File: src/rtl/step_sequencer_pkg.sv
// Shared definitions for the step/dir/enable motion sequencer.
// Holds the state encoding, default widths and direction constants.
package step_sequencer_pkg;

    localparam int CT_W_DEF  = 32;
    localparam int PER_W_DEF = 32;

    localparam logic DIR_FWD = 1'b1;
    localparam logic DIR_REV = 1'b0;

    typedef enum logic [1:0] {
        ST_IDLE  = 2'd0,
        ST_SETUP = 2'd1,
        ST_HIGH  = 2'd2,
        ST_LOW   = 2'd3
    } state_t;

endpackage

File: src/rtl/step_sequencer_timer.sv
// step_timer: loadable down-counter with a zero flag.
// One instance times the setup, step-high and step-low intervals in turn.
module step_timer #(
    parameter int PER_W = 32
) (
    input  logic             i_clk,
    input  logic             i_rst_n,
    input  logic             i_load,
    input  logic [PER_W-1:0] i_load_val,
    output logic             o_zero
);

    logic [PER_W-1:0] r_count;

    always_ff @(posedge i_clk or negedge i_rst_n) begin
        if (!i_rst_n) begin
            r_count <= '0;
        end else if (i_load) begin
            r_count <= i_load_val;
        end else if (r_count != '0) begin
            r_count <= r_count - PER_W'(1);
        end
    end

    assign o_zero = (r_count == '0);

endmodule

File: src/rtl/step_sequencer.sv
// Motion sequencer driving step/dir/enable of the H-bridge phase driver.
// Optional idle auto-disable is built when STEP_SEQ_IDLE_TIMEOUT_EN is defined.
//
// state    | meaning
// ST_IDLE  | waiting for a command, cmd_ready may be high
// ST_SETUP | dir changed or driver just woke, hold dir before first edge
// ST_HIGH  | step high for PULSE_W cycles
// ST_LOW   | step low for the rest of the effective period
module step_sequencer
    import step_sequencer_pkg::*;
#(
    parameter int CT_W      = CT_W_DEF,
    parameter int PER_W     = PER_W_DEF,
    parameter int PULSE_W   = 16,
    parameter int DIR_SETUP = 8
`ifdef STEP_SEQ_IDLE_TIMEOUT_EN
    , parameter int IDLE_TIMEOUT = 1000000
`endif
) (
    input  logic             CLK,
    input  logic             resetn,
    input  logic             enable_in,
    input  logic             cmd_valid,
    output logic             cmd_ready,
    input  logic [CT_W-1:0]  cmd_steps,
    input  logic             cmd_dir,
    input  logic [PER_W-1:0] cmd_period,
    input  logic             halt,
    output logic             step,
    output logic             dir,
    output logic             motor_en,
    output logic             busy,
    output logic             done,
    output logic             aborted,
    output logic [CT_W-1:0]  position
);

    localparam logic [PER_W:0]   TWO_PW     = (PER_W+1)'(2 * PULSE_W);
    localparam logic [PER_W-1:0] HIGH_LOAD  = PER_W'(PULSE_W - 1);
    localparam logic [PER_W-1:0] SETUP_LOAD = PER_W'(DIR_SETUP - 1);

    state_t           r_state;
    logic             r_step;
    logic             r_dir;
    logic             r_motor_en;
    logic             r_done;
    logic             r_aborted;
    logic [CT_W-1:0]  r_position;
    logic [CT_W-1:0]  r_remaining;
    logic [PER_W-1:0] r_eff_period;
    logic             r_need_setup;
    logic             r_abort_pend;
    logic             r_live;

    logic             w_accept;
    logic             w_stop;
    logic             w_steps_nz;
    logic             w_need_setup;
    logic [PER_W-1:0] w_eff;
    logic [PER_W-1:0] w_low_load;
    logic [CT_W-1:0]  w_pos_next;
    logic             w_zero;
    logic             w_timer_load;
    logic [PER_W-1:0] w_timer_val;
    logic             w_sleep;

    assign cmd_ready    = r_live & (r_state == ST_IDLE) & enable_in & ~halt;
    assign w_accept     = cmd_valid & cmd_ready;
    assign w_stop       = halt | ~enable_in;
    assign w_steps_nz   = |cmd_steps;
    assign w_need_setup = (cmd_dir != r_dir) | r_need_setup;
    // Period compare is one bit wider so 2*PULSE_W cannot overflow PER_W.
    assign w_eff        = ({1'b0, cmd_period} < TWO_PW) ? TWO_PW[PER_W-1:0] : cmd_period;
    assign w_low_load   = r_eff_period - PER_W'(PULSE_W + 1);
    assign w_pos_next   = (r_dir == DIR_FWD) ? r_position + CT_W'(1) : r_position - CT_W'(1);

    always_comb begin
        w_timer_load = 1'b0;
        w_timer_val  = HIGH_LOAD;
        case (r_state)
            ST_IDLE: begin
                w_timer_load = w_accept;
                if (w_need_setup) w_timer_val = SETUP_LOAD;
            end
            ST_SETUP: w_timer_load = w_zero;
            ST_HIGH: begin
                w_timer_load = w_zero;
                w_timer_val  = w_low_load;
            end
            ST_LOW:  w_timer_load = w_zero;
            default: w_timer_load = 1'b0;
        endcase
    end

    step_timer #(.PER_W(PER_W)) u_timer (
        .i_clk      (CLK),
        .i_rst_n    (resetn),
        .i_load     (w_timer_load),
        .i_load_val (w_timer_val),
        .o_zero     (w_zero)
    );

`ifdef STEP_SEQ_IDLE_TIMEOUT_EN
    localparam int IT_W = $clog2(IDLE_TIMEOUT + 1);

    logic [IT_W-1:0] r_idle_cnt;
    logic            r_timed_out;
    logic            w_to_hit;

    assign w_to_hit = (r_state == ST_IDLE) & r_motor_en & ~r_timed_out &
                      (r_idle_cnt == IT_W'(IDLE_TIMEOUT - 1));

    always_ff @(posedge CLK or negedge resetn) begin
        if (!resetn) begin
            r_idle_cnt  <= '0;
            r_timed_out <= 1'b0;
        end else if (w_accept || !enable_in || r_state != ST_IDLE) begin
            r_idle_cnt  <= '0;
            r_timed_out <= 1'b0;
        end else if (r_motor_en && !r_timed_out) begin
            if (w_to_hit) r_timed_out <= 1'b1;
            else          r_idle_cnt  <= r_idle_cnt + IT_W'(1);
        end
    end

    assign w_sleep = r_timed_out | w_to_hit;
`else
    assign w_sleep = 1'b0;
`endif

    always_ff @(posedge CLK or negedge resetn) begin
        if (!resetn) begin
            r_state      <= ST_IDLE;
            r_step       <= 1'b0;
            r_dir        <= DIR_REV;
            r_motor_en   <= 1'b0;
            r_done       <= 1'b0;
            r_aborted    <= 1'b0;
            r_position   <= '0;
            r_remaining  <= '0;
            r_eff_period <= '0;
            r_need_setup <= 1'b1;
            r_abort_pend <= 1'b0;
            r_live       <= 1'b0;
        end else begin
            r_live     <= 1'b1;
            r_done     <= 1'b0;
            r_aborted  <= 1'b0;
            r_motor_en <= enable_in & (w_accept | ~w_sleep);

            // A disabled driver always gets a full dir setup on its next move.
            if (w_accept && w_steps_nz) r_need_setup <= 1'b0;
            else if (!r_motor_en)       r_need_setup <= 1'b1;

            case (r_state)
                ST_IDLE: begin
                    if (w_accept) begin
                        if (!w_steps_nz) begin
                            r_done <= 1'b1;
                        end else begin
                            r_remaining  <= cmd_steps;
                            r_eff_period <= w_eff;
                            if (w_need_setup) begin
                                r_dir   <= cmd_dir;
                                r_state <= ST_SETUP;
                            end else begin
                                r_state    <= ST_HIGH;
                                r_step     <= 1'b1;
                                r_position <= w_pos_next;
                            end
                        end
                    end
                end
                ST_SETUP: begin
                    if (w_stop) begin
                        r_state   <= ST_IDLE;
                        r_done    <= 1'b1;
                        r_aborted <= 1'b1;
                    end else if (w_zero) begin
                        r_state    <= ST_HIGH;
                        r_step     <= 1'b1;
                        r_position <= w_pos_next;
                    end
                end
                ST_HIGH: begin
                    // An abort request during the pulse is held until the pulse completes.
                    if (w_zero) begin
                        r_step       <= 1'b0;
                        r_remaining  <= r_remaining - CT_W'(1);
                        r_abort_pend <= 1'b0;
                        if (w_stop || r_abort_pend) begin
                            r_state   <= ST_IDLE;
                            r_done    <= 1'b1;
                            r_aborted <= 1'b1;
                        end else begin
                            r_state <= ST_LOW;
                        end
                    end else if (w_stop) begin
                        r_abort_pend <= 1'b1;
                    end
                end
                ST_LOW: begin
                    if (w_stop) begin
                        r_state   <= ST_IDLE;
                        r_done    <= 1'b1;
                        r_aborted <= 1'b1;
                    end else if (w_zero) begin
                        if (r_remaining == '0) begin
                            r_state <= ST_IDLE;
                            r_done  <= 1'b1;
                        end else begin
                            r_state    <= ST_HIGH;
                            r_step     <= 1'b1;
                            r_position <= w_pos_next;
                        end
                    end
                end
                default: r_state <= ST_IDLE;
            endcase
        end
    end

    assign step     = r_step;
    assign dir      = r_dir;
    assign motor_en = r_motor_en;
    assign busy     = (r_state != ST_IDLE);
    assign done     = r_done;
    assign aborted  = r_aborted;
    assign position = r_position;

endmodule

File: config.mk
export PLATFORM = sky130hd
export DESIGN_NAME = step_sequencer
export DESIGN_NICKNAME = d
export VERILOG_FILES = /design/src/rtl/step_sequencer_pkg.sv /design/src/rtl/step_sequencer_timer.sv /design/src/rtl/step_sequencer.sv
export SDC_FILE = /design/constraint.sdc
export NUM_CORES = 1
export LEC_CHECK = 0
export BUFFER_PORTS_ARGS = -buffer_cell sky130_fd_sc_hd__buf_2
export CORE_UTILIZATION = 40
export DETAILED_ROUTE_END_ITERATION = 10
export PLACE_DENSITY_LB_ADDON = 0.25
export SYNTH_ARGS = -nofsm -noshare
export SYNTH_HDL_FRONTEND = slang
export SYNTH_SLANG_ARGS = --single-unit
File: constraint.sdc
create_clock -name CLK -period 7.8 [get_ports CLK]
set_clock_uncertainty 0.1 [all_clocks]
set_input_delay 1.17 -clock CLK [delete_from_list [all_inputs] [get_ports CLK]]
set_output_delay 1.17 -clock CLK [all_outputs]
set_load 0.01 [all_outputs]
==> impl_metrics.tcl, run 1 <==
set metrics [dict create \
    synth_area_mm2 0.00920 \
    critPathRequiredTime_ns 7.98 \
    coreArea_mm2 0.0226 \
    most_area_hungry_cell_type_in_the_yosys_netlist "dfrtp_1" \
    clock_sinks 138 \
    gr-total-overflow 0 \
    layout_overhead_on_the_synthesized_area_pct 15.0 \
    drt-pass1-iter-count 5 \
    tns_ns 0 \
    drc_errors 0 \
    min-delay-path-class "reg2reg" \
    synth_cell_type_count 82 \
    antenna_found_initial 0 \
    cts_hold_buf 0 \
    detail_route.vias_per_cell 5.74 \
    timing.critical_path.from_type "flop" \
    clock_tree.htree_level_count 4 \
    vdd.ir_drop.worst_mv 0.145 \
    synth_flop_cell "dfrtp_1" \
    crit_type "reg2reg" \
    post_synth_most_frequent_cells "137 x dfrtp_1, 105 x nand2_1, 103 x nor2_1" \
    ant_cells 0 \
    yosys.cell_count.top_type "dfrtp_1" \
    synth-seq-area-share 0.376 \
    grt_start_max_net_pins 77 \
    grt_pass1_vias 7854 \
    die-area_mm2 0.0236 \
    cts_root_buffer "clkbuf_16" \
    placement_rows 55 \
    synth_nets 1170 \
    synthCells 1064 \
    worst_slack_setup_final_ns 4.06 \
    ys_top_cells_by_area "dfrtp_1 37%, a21oi_1 5.1%, ha_1 4.8%" \
    relative_slew_margins 0.326 \
    start_util 0.407 \
    power.leakage_uw 0.00470 \
    ctsResizeCount 0 \
    synth.top_cell.area_share 0.373 \
    clock_latency_of_the_later_clocked_register_in_the_worst_skew_pair_ns 0.43 \
    cts_tree "yes" \
    post_synth_edffs 0 \
    synth_warnings 0 \
    synth_async_sr_flop_share 1.00 \
    multi_input_area_mm2 0.00548 \
    die_h_um 154 \
    hold_violations 0 \
    drv_slew 0 \
    nNetsFinal 1262 \
    finalHoldWorstSlack_ns 0.364 \
    critPathMaxFanout 26 \
    cap_violations 0 \
    fin_crit_ns 3.74 \
    num_vias 8343 \
    worstPathArrival_ns 3.92 \
    dp_slack_ns 3.88 \
    hpwlAfterDp_um 17400 \
    grt_setup_unrepaired "no" \
    crit_path_end_kind "flop" \
    dr.first_iter.drc_count 622 \
    grtUsageTotal 0.211 \
    run_status "complete, no violations" \
    placement.io_buffers 108 \
    place.gp.congestion 0.854 \
    synth-seq-cells 138 \
    cts_post_setup_buffers_inserted 0 \
    global_route_wire_length_before_repair_um 40200 \
    detail_route.wirelength_um 24200 \
    avgRoutedWirePerCell_um 16.6 \
    achievable-frequency_ghz 0.267 \
    register_area_mm2 0.00345 \
    num_io_pins 109 \
    post_synth.cell_area_avg_um2 8.64 \
    post-layout-total-power_uw 4410 \
    min_period_over_period 0.480 \
    worst_pin_slew_ns 1.01 \
    setup_viol_count_final 0 \
    final.fill_count 2225 \
    die_width_um 154 \
    num_cts_buffers 17 \
    layout-drive-gt1-share 0.179 \
    final_antenna_net_count 0 \
    path_clk_slew_ns 0.07 \
    power_per_cell_area_mw_per_mm2 417 \
    clockBufferDepth 2 \
]
==> path summary, 6_finish.rpt <==
| path | slack, ns | cells after the start | end | startpoint |
|---|---|---|---|---|
| max | 4.06 | 11 | position[25]$_DFFE_PN0P_ | dir$_DFFE_PN0P_ |
| min | 0.36 | 1 | r_need_setup$_DFFE_PN1P_ | motor_en$_DFF_PN0_ |
| max reg2reg | 4.06 | 11 | position[25]$_DFFE_PN0P_ | dir$_DFFE_PN0P_ |
| min reg2reg | 0.36 | 1 | r_need_setup$_DFFE_PN1P_ | motor_en$_DFF_PN0_ |
| max in group asynchronous | 5.65 | 2 | r_eff_period[15]$_DFFE_PN0P_ | resetn |
| min in group asynchronous | 0.67 | 1 | position[12]$_DFFE_PN0P_ | resetn |
==> per-layer routing <==
| layer | up-vias | global-route usage | share of wire |
|---|---|---|---|
| li1 | 4127 | - | - |
| met1 | 3960 | 0.293 | 0.49 |
| met2 | 217 | 0.336 | 0.45 |
| met3 | 39 | 0.0302 | 0.043 |
| met4 | 0 | 0.0695 | 0.018 |
| met5 | - | 0 | 0 |
==> final cells by class <==
cell class	instances	share of cell area
clock buffers	17	0.0402
clock inverters	15	0.0160
inverters	19	0.00674
multi-input cells	862	0.518
flip-flops and latches	138	0.327
well taps	285	0.0337
repair buffers	118	0.0588
==> stage by stage <==
stage / cells / util / area (um2)
after global routing: 1454 / 0.468 / 10600
after CTS: 1454 / 0.468 / 10600
after floorplan: 1064 / - / 9200
after detailed placement: 1422 / 0.442 / 9980
final: 1454 / 0.468 / 10600
after global placement: 1422 / 0.442 / 9980
==> registers in the layout, indices dropped and copies added (netlist names) <==
| name | cells |
|---|---|
| r_abort_pend | 1 |
| done | 1 |
| r_state | 2 |
| r_remaining | 32 |
| motor_en | 1 |
| r_need_setup | 1 |
| r_live | 1 |
| u_timer.r_count | 32 |
| step | 1 |
| aborted | 1 |
| dir | 1 |
| r_eff_period | 32 |
| position | 32 |
==> logic make-up after synthesis <==
logic type / share of synthesized area
AOI/OAI and AO/OA: 0.199
buffers and inverters: 0.0309
adders and majority gates: 0.0498
other: 0.000408
DFF: 0.376
xor gates and xnor gates: 0.0657
and+or+nand+nor: 0.241
muxes: 0.0384
==> report_power, final <==
group          leakage (uW)  internal, uW  switching (uW)  total, uW
registers           0.00173          1020             392       1410
logic               0.00269           948            1220       2170
clock network      0.000291           458             367        825
total               0.00470          2430            1980       4410
==> critical path: stages, from the launching register on <==
cell,delay (ns)
dfrtp_1,0.45
inv_1,0.24
buf_4,0.38
ha_1,0.35
a2111oi_0,0.35
o21ai_0,0.22
nand3_1,0.15
a31oi_1,0.24
a2111oi_0,0.59
or3_1,0.22
mux2i_1,0.18
o311ai_1,0.11
==> placed cells by master (no fill, tap or decap), drive strengths merged, types with 33 or more instances in the layout <==
cell type / netlist / routed
dfrtp: 137 / 137
buf: 16 / 118
nand2: 105 / 105
nor2: 105 / 105
a21oi: 94 / 94
o21ai: 82 / 82
nor3: 45 / 45
xor2: 39 / 39
nand3: 38 / 38
ha: 35 / 35
nor4: 33 / 33
Power figures use the tool's default switching activity.
==> run 2: changes to the inputs <==
==> constraint.sdc (replaced) <==
create_clock -name CLK -period 3.6 [get_ports CLK]
set_clock_uncertainty 0.1 [all_clocks]
set_input_delay 0.54 -clock CLK [delete_from_list [all_inputs] [get_ports CLK]]
set_output_delay 0.54 -clock CLK [all_outputs]
set_load 0.01 [all_outputs]
==> run 2 against run 1 <==
Sequential cell count is the same; final cell count increased by 0.83%; via count grew 1.1%; critical path depth is the same; power increased by 120%; routed wire length rose by 1.7%; combinational power rose by 120%; worst hold slack worse by 0.36 ns; die area is the same; design area is 1.1% higher; maximum frequency increased by 14%.
==> impl_metrics.tcl, run 2 (same netlist as run 1, synthesis figures left out) <==
set metrics [dict create \
    detail_route.vias_per_cell 5.75 \
    cts_hold_buf 0 \
    critPathRequiredTime_ns 3.79 \
    crit_path_end_kind "flop" \
    grt_setup_unrepaired "no" \
    cap_violations 0 \
    run_status "complete, no violations" \
    stdcell_area_mm2 0.0107 \
    dpl_cell_area_mm2 0.0101 \
    avgRoutedWirePerCell_um 16.8 \
    setup_viol_count_final 0 \
    placement_rows 55 \
    layout.cells.most_common "dfrtp_1" \
    start_util 0.407 \
    nNetsFinal 1274 \
    pwr-share-seq 0.313 \
    hold_violations 0 \
    worst_pin_slew_ns 1.01 \
    critPathMaxFanout 10 \
    worst_path_largest_cell_delay_ns 0.41 \
    ctsResizeCount 0 \
    min_period_over_period 0.908 \
    crit_path_frequent_cell "o21ai_0" \
    grt_pass1_vias 7707 \
    cells_along_the_critical_path "inv_1 -> ha_1 -> a2111oi_0 -> o21ai_0 -> nand3_1 -> a31oi_1 -> buf_4 -> a211oi_1 -> o21ai_0 -> mux2i_1 -> o311ai_1" \
    combinationalPowerShare 0.501 \
    clockPowerShare 0.186 \
    clockBufferDepth 2 \
    critical_path_depth 11 \
    path_clk_slew_ns 0.07 \
    clock_latency_of_the_later_clocked_register_in_the_worst_skew_pair_ns 0.43 \
    power_switching_share 0.451 \
    crit_buf_inv 2 \
    die_width_um 154 \
    clock_sinks 138 \
    gr-total-overflow 0 \
    worstPathArrival_ns 3.45 \
    clock_tree.htree_level_count 4 \
    final.fill_count 2227 \
    final_antenna_net_count 0 \
    hpwlAfterDp_um 17700 \
    dr.first_iter.drc_count 511 \
    drc_errors 0 \
    detail_route.wirelength_um 24600 \
    place.gp.congestion 0.899 \
    antenna_found_initial 0 \
    placement.io_buffers 108 \
    ant_cells 0 \
    global_route_wire_length_before_repair_um 40500 \
    crit_type "reg2reg" \
    vdd.ir_drop.worst_mv 0.348 \
    layout.cells.most_common_list "137 x dfrtp_1, 107 x buf_2, 104 x nand2_1" \
    min-delay-path-class "in2async" \
    grt_start_max_net_pins 76 \
    achievable-frequency_ghz 0.306 \
    num_io_pins 109 \
    largest_delay_share_family_worst_path "compound AO/OA/AOI/OAI gates" \
    grtUsageTotal 0.214 \
    power.switching_uw 4350 \
    coreArea_mm2 0.0226 \
    timing.critical_path.from_type "flop" \
    critical_path.slowest_cell "a211oi_1" \
    num_cts_buffers 17 \
    layout_overhead_on_the_synthesized_area_pct 16.2 \
    die-area_mm2 0.0236 \
    power_report.internal_total_uw 5310 \
    cts_root_buffer "clkbuf_16" \
    tns_ns 0 \
    fin_crit_ns 3.27 \
    power.leakage_uw 0.00476 \
    cts_tree "yes" \
    layout-drive-gt1-share 0.187 \
    drt-pass1-iter-count 4 \
    drv_slew 0 \
    power_per_cell_area_mw_per_mm2 903 \
    num_vias 8433 \
    relative_slew_margins 0.326 \
    ff2ff_path_depth 11 \
    die_h_um 154 \
    cts_post_setup_buffers_inserted 0 \
]
-- run 2: through the flow --
| step | total power (uW) | util | hold slack [ns] | setup slack [ns] | std cells |
|---|---|---|---|---|---|
| 2_1_floorplan | 6480 | - | 0.144 | 0.117 | 1064 |
| 3_3_place_gp | 7750 | 0.447 | 0.334 | 0.360 | 1434 |
| 3_5_place_dp | 7810 | 0.447 | 0.351 | 0.338 | 1434 |
| 4_1_cts | 9650 | 0.474 | 0.0402 | 0.324 | 1466 |
| 5_1_grt | 10500 | 0.474 | 0.0575 | 0.0451 | 1466 |
| 6_report | 9660 | 0.474 | 0.00857 | 0.331 | 1466 |
-- run 2: worst register-to-register path, delay by kind of cell (launching register included) --
family	cells	cell delay, ns
AOI/OAI and AO/OA	6	1.47
buffers and inverters	2	0.48
DFF	1	0.38
adders and majority gates	1	0.35
muxes	1	0.19
and+or+nand+nor	1	0.16
-- run 2: final timing paths --
check / start / endpoint / slack, ns
setup / recovery: dir$_DFFE_PN0P_ / position[29]$_DFFE_PN0P_ / 0.33
hold / removal: resetn / position[14]$_DFFE_PN0P_ / 0.009
setup reg to reg: dir$_DFFE_PN0P_ / position[29]$_DFFE_PN0P_ / 0.33
hold reg to reg: motor_en$_DFF_PN0_ / r_need_setup$_DFFE_PN1P_ / 0.35
max in group asynchronous: resetn / u_timer.r_count[25]$_DFFE_PN0P_ / 2.53
min in group CLK: enable_in / motor_en$_DFF_PN0_ / 0.15
-- run 2: cell type report --
cell class	instances	area, um2	share of cell area
multi-input cells	862	5480	0.512
flip-flops and latches	138	3450	0.323
repair buffers	130	737	0.0689
clock buffers	17	425	0.0398
well taps	285	357	0.0334
clock inverters	15	171	0.0160
inverters	19	71.3	0.00667
-- run 2: routing by layer --
| metal | vias to the layer above | GRT usage | wire length, um |
|---|---|---|---|
| met5 | - | 0 | 0 |
| met4 | 0 | 0.0614 | 340 |
| met3 | 28 | 0.0324 | 1170 |
| met2 | 239 | 0.337 | 11100 |
| met1 | 4025 | 0.303 | 12000 |
| li1 | 4141 | - | - |
-- run 2: power groups by stage --
stage	Clock, uW	Combinational, uW	Sequential [uW]
after detailed placement	0	4780	3030
after global placement	0	4740	3010
after CTS	1830	4810	3010
after floorplan	0	3600	2880
final	1800	4840	3020
after global routing	1900	5430	3130
==> run 3: changes to the inputs <==
--- a/config.mk
+++ b/config.mk
@@ -9,6 +9,7 @@
 export CORE_UTILIZATION = 40
 export DETAILED_ROUTE_END_ITERATION = 10
 export PLACE_DENSITY_LB_ADDON = 0.25
+export RECOVER_POWER = 50
 export SYNTH_ARGS = -nofsm -noshare
 export SYNTH_HDL_FRONTEND = slang
 export SYNTH_SLANG_ARGS = --single-unit
==> run 3 against run 2 <==
The flow now finishes with violations (capacitance limit, slew limit); power fell by 0.27%; utilization shrank 0.19 points; routed wire length rose by 0.23%; design area decreased by 0.40%; via count barely moved; sequential cell count is the same; combinational power about the same; non-clock buffer count is the same; worst hold slack better by 0.15 ns; largest power group unchanged.
==> impl_metrics.tcl, run 3 (same netlist as run 1, synthesis figures left out) <==
set metrics [dict create \
    critPathMaxFanout 10 \
    critical_path.slowest_cell "a2111oi_0" \
    power.switching_uw 4350 \
    crit_path_end_kind "flop" \
    min-delay-path-class "in2reg" \
    power.leakage_uw 0.00469 \
    min_period_over_period 0.907 \
    cts_hold_buf 0 \
    dpl_cell_area_mm2 0.0101 \
    worst_hold_path.endpoint "motor_en$_DFF_PN0_" \
    stdcell_area_mm2 0.0106 \
    cts_tree "yes" \
    drv_slew 65 \
    worstPathArrival_ns 3.46 \
    clock_tree.htree_level_count 4 \
    die-area_mm2 0.0236 \
    failed_checks "capacitance limit, slew limit" \
    combinationalPowerShare 0.500 \
    grt_pass1_vias 7707 \
    cts_post_setup_buffers_inserted 0 \
    num_io_pins 109 \
    layout_overhead_on_the_synthesized_area_pct 15.8 \
    worst_pin_slew_ns 1.68 \
    ctsResizeCount 0 \
    drt-pass1-iter-count 7 \
    drc_errors 0 \
    layout-drive-gt1-share 0.171 \
    coreArea_mm2 0.0226 \
    start_util 0.407 \
    run_status "complete, but fails checks" \
    cap_violations 1 \
    relative_slew_margins -0.122 \
    regToRegStartpoint "dir$_DFFE_PN0P_" \
    clockPowerShare 0.186 \
    detail_route.wirelength_um 24700 \
    hpwlAfterDp_um 17700 \
    gr-total-overflow 0 \
    critical_path.reg2reg.endpoint "position[25]$_DFFE_PN0P_" \
    clock_sinks 138 \
    clock_latency_of_the_later_clocked_register_in_the_worst_skew_pair_ns 0.43 \
    layout.cells.most_common "dfrtp_1" \
    worst-r2r-setup-slack_ns 0.34 \
    cells_along_the_critical_path "inv_1 -> ha_1 -> a2111oi_0 -> o21ai_0 -> nand3_1 -> a31oi_1 -> a2111oi_0 -> or3_1 -> mux2i_1 -> o311ai_1" \
    antenna_found_initial 0 \
    min_path_cells 1 \
    vdd.ir_drop.worst_mv 0.347 \
    global_route_wire_length_before_repair_um 40500 \
    dr.first_iter.drc_count 532 \
    avgRoutedWirePerCell_um 16.8 \
    achievable-frequency_ghz 0.306 \
    detail_route.vias_per_cell 5.75 \
    critPathRequiredTime_ns 3.79 \
    path_clk_slew_ns 0.06 \
    ff2ff_path_depth 10 \
    power_per_cell_area_mw_per_mm2 905 \
    crit_type "reg2reg" \
    die_width_um 154 \
    timing.critical_path.from_type "flop" \
    worst_path_largest_cell_delay_ns 0.60 \
    grt_setup_unrepaired "no" \
    clockBufferDepth 2 \
    placement.io_buffers 108 \
    setup_viol_count_final 0 \
    hold_violations 0 \
    final_antenna_net_count 0 \
    min_from "enable_in" \
    placement_rows 55 \
    layout.cells.most_common_list "137 x dfrtp_1, 104 x nand2_1, 102 x nor2_1" \
    die_h_um 154 \
    grt_start_max_net_pins 76 \
    dp_cells 1434 \
    tns_ns 0 \
    crit_path_frequent_cell "a2111oi_0" \
    ant_cells 0 \
    fin_crit_ns 3.26 \
    place.gp.congestion 0.899 \
    cts_root_buffer "clkbuf_16" \
    num_vias 8425 \
    grtUsageTotal 0.214 \
    power_report.internal_total_uw 5280 \
    num_cts_buffers 17 \
    power_switching_share 0.452 \
    pwr-share-seq 0.314 \
    fin_cells 1466 \
    nNetsFinal 1274 \
]
run 3: changes by cell type in the layout (fill, tap and decap cells not counted):
cell | previous run | this run
buf_12 | 2 | 1
buf_2 | 107 | 88
clkbuf_1 | 0 | 19
clkbuf_4 | 0 | 1
clkbuf_2 | 0 | 1
buf_6 | 1 | 0
run 3: routing by layer:
layer	wire, um	global-route usage
met1	12100	0.303
met2	11100	0.337
met3	1190	0.0324
met4	305	0.0614
met5	0	0
run 3: final cells by class:
cell class | count | area (um2)
inverters | 19 | 71.3
clock inverters | 15 | 171
repair buffers | 130 | 694
clock buffers | 17 | 425
flip-flops and latches | 138 | 3450
multi-input cells | 862 | 5480
fillers | 2243 | 11900
well taps | 285 | 357
run 3: worst max-delay path by stage:
stage                         start                        to  slack, ns  depth (start not counted)
floorplan           dir$_DFFE_PN0P_  position[16]$_DFFE_PN0P_       0.12                         10
global placement      cmd_steps[13]  position[25]$_DFFE_PN0P_       0.36                         11
detailed placement             halt  position[31]$_DFFE_PN0P_       0.34                         10
CTS                 dir$_DFFE_PN0P_  position[25]$_DFFE_PN0P_       0.32                         10
global route        dir$_DFFE_PN0P_  position[25]$_DFFE_PN0P_       0.05                         10
finish              dir$_DFFE_PN0P_  position[25]$_DFFE_PN0P_       0.34                         10
run 3: power groups by stage:
stage          Sequential [uW]  Clock, uW  Combinational (uW)
3_5_place_dp              3030          0                4780
3_3_place_gp              3010          0                4740
5_1_grt                   3130       1900                5410
4_1_cts                   3010       1830                4810
6_report                  3020       1800                4810
2_1_floorplan             2880          0                3600
run 3: through the flow:
step,setup WS (ns),power [uW],hold WS [ns],util
6_report,0.336,9630,0.156,0.472
5_1_grt,0.0451,10400,0.150,0.472
4_1_cts,0.324,9650,0.0402,0.474
3_5_place_dp,0.338,7810,0.351,0.447
3_3_place_gp,0.360,7750,0.334,0.447
2_1_floorplan,0.117,6480,0.144,-
run 3: worst max-delay path: cells and delay by family, from the launching register on:
kind	cells	cell delay (ns)
muxes	1	0.19
DFF	1	0.38
AOI/OAI and AO/OA	5	1.45
and+or+nand+nor	2	0.38
adders and majority gates	1	0.35
buffers and inverters	1	0.29
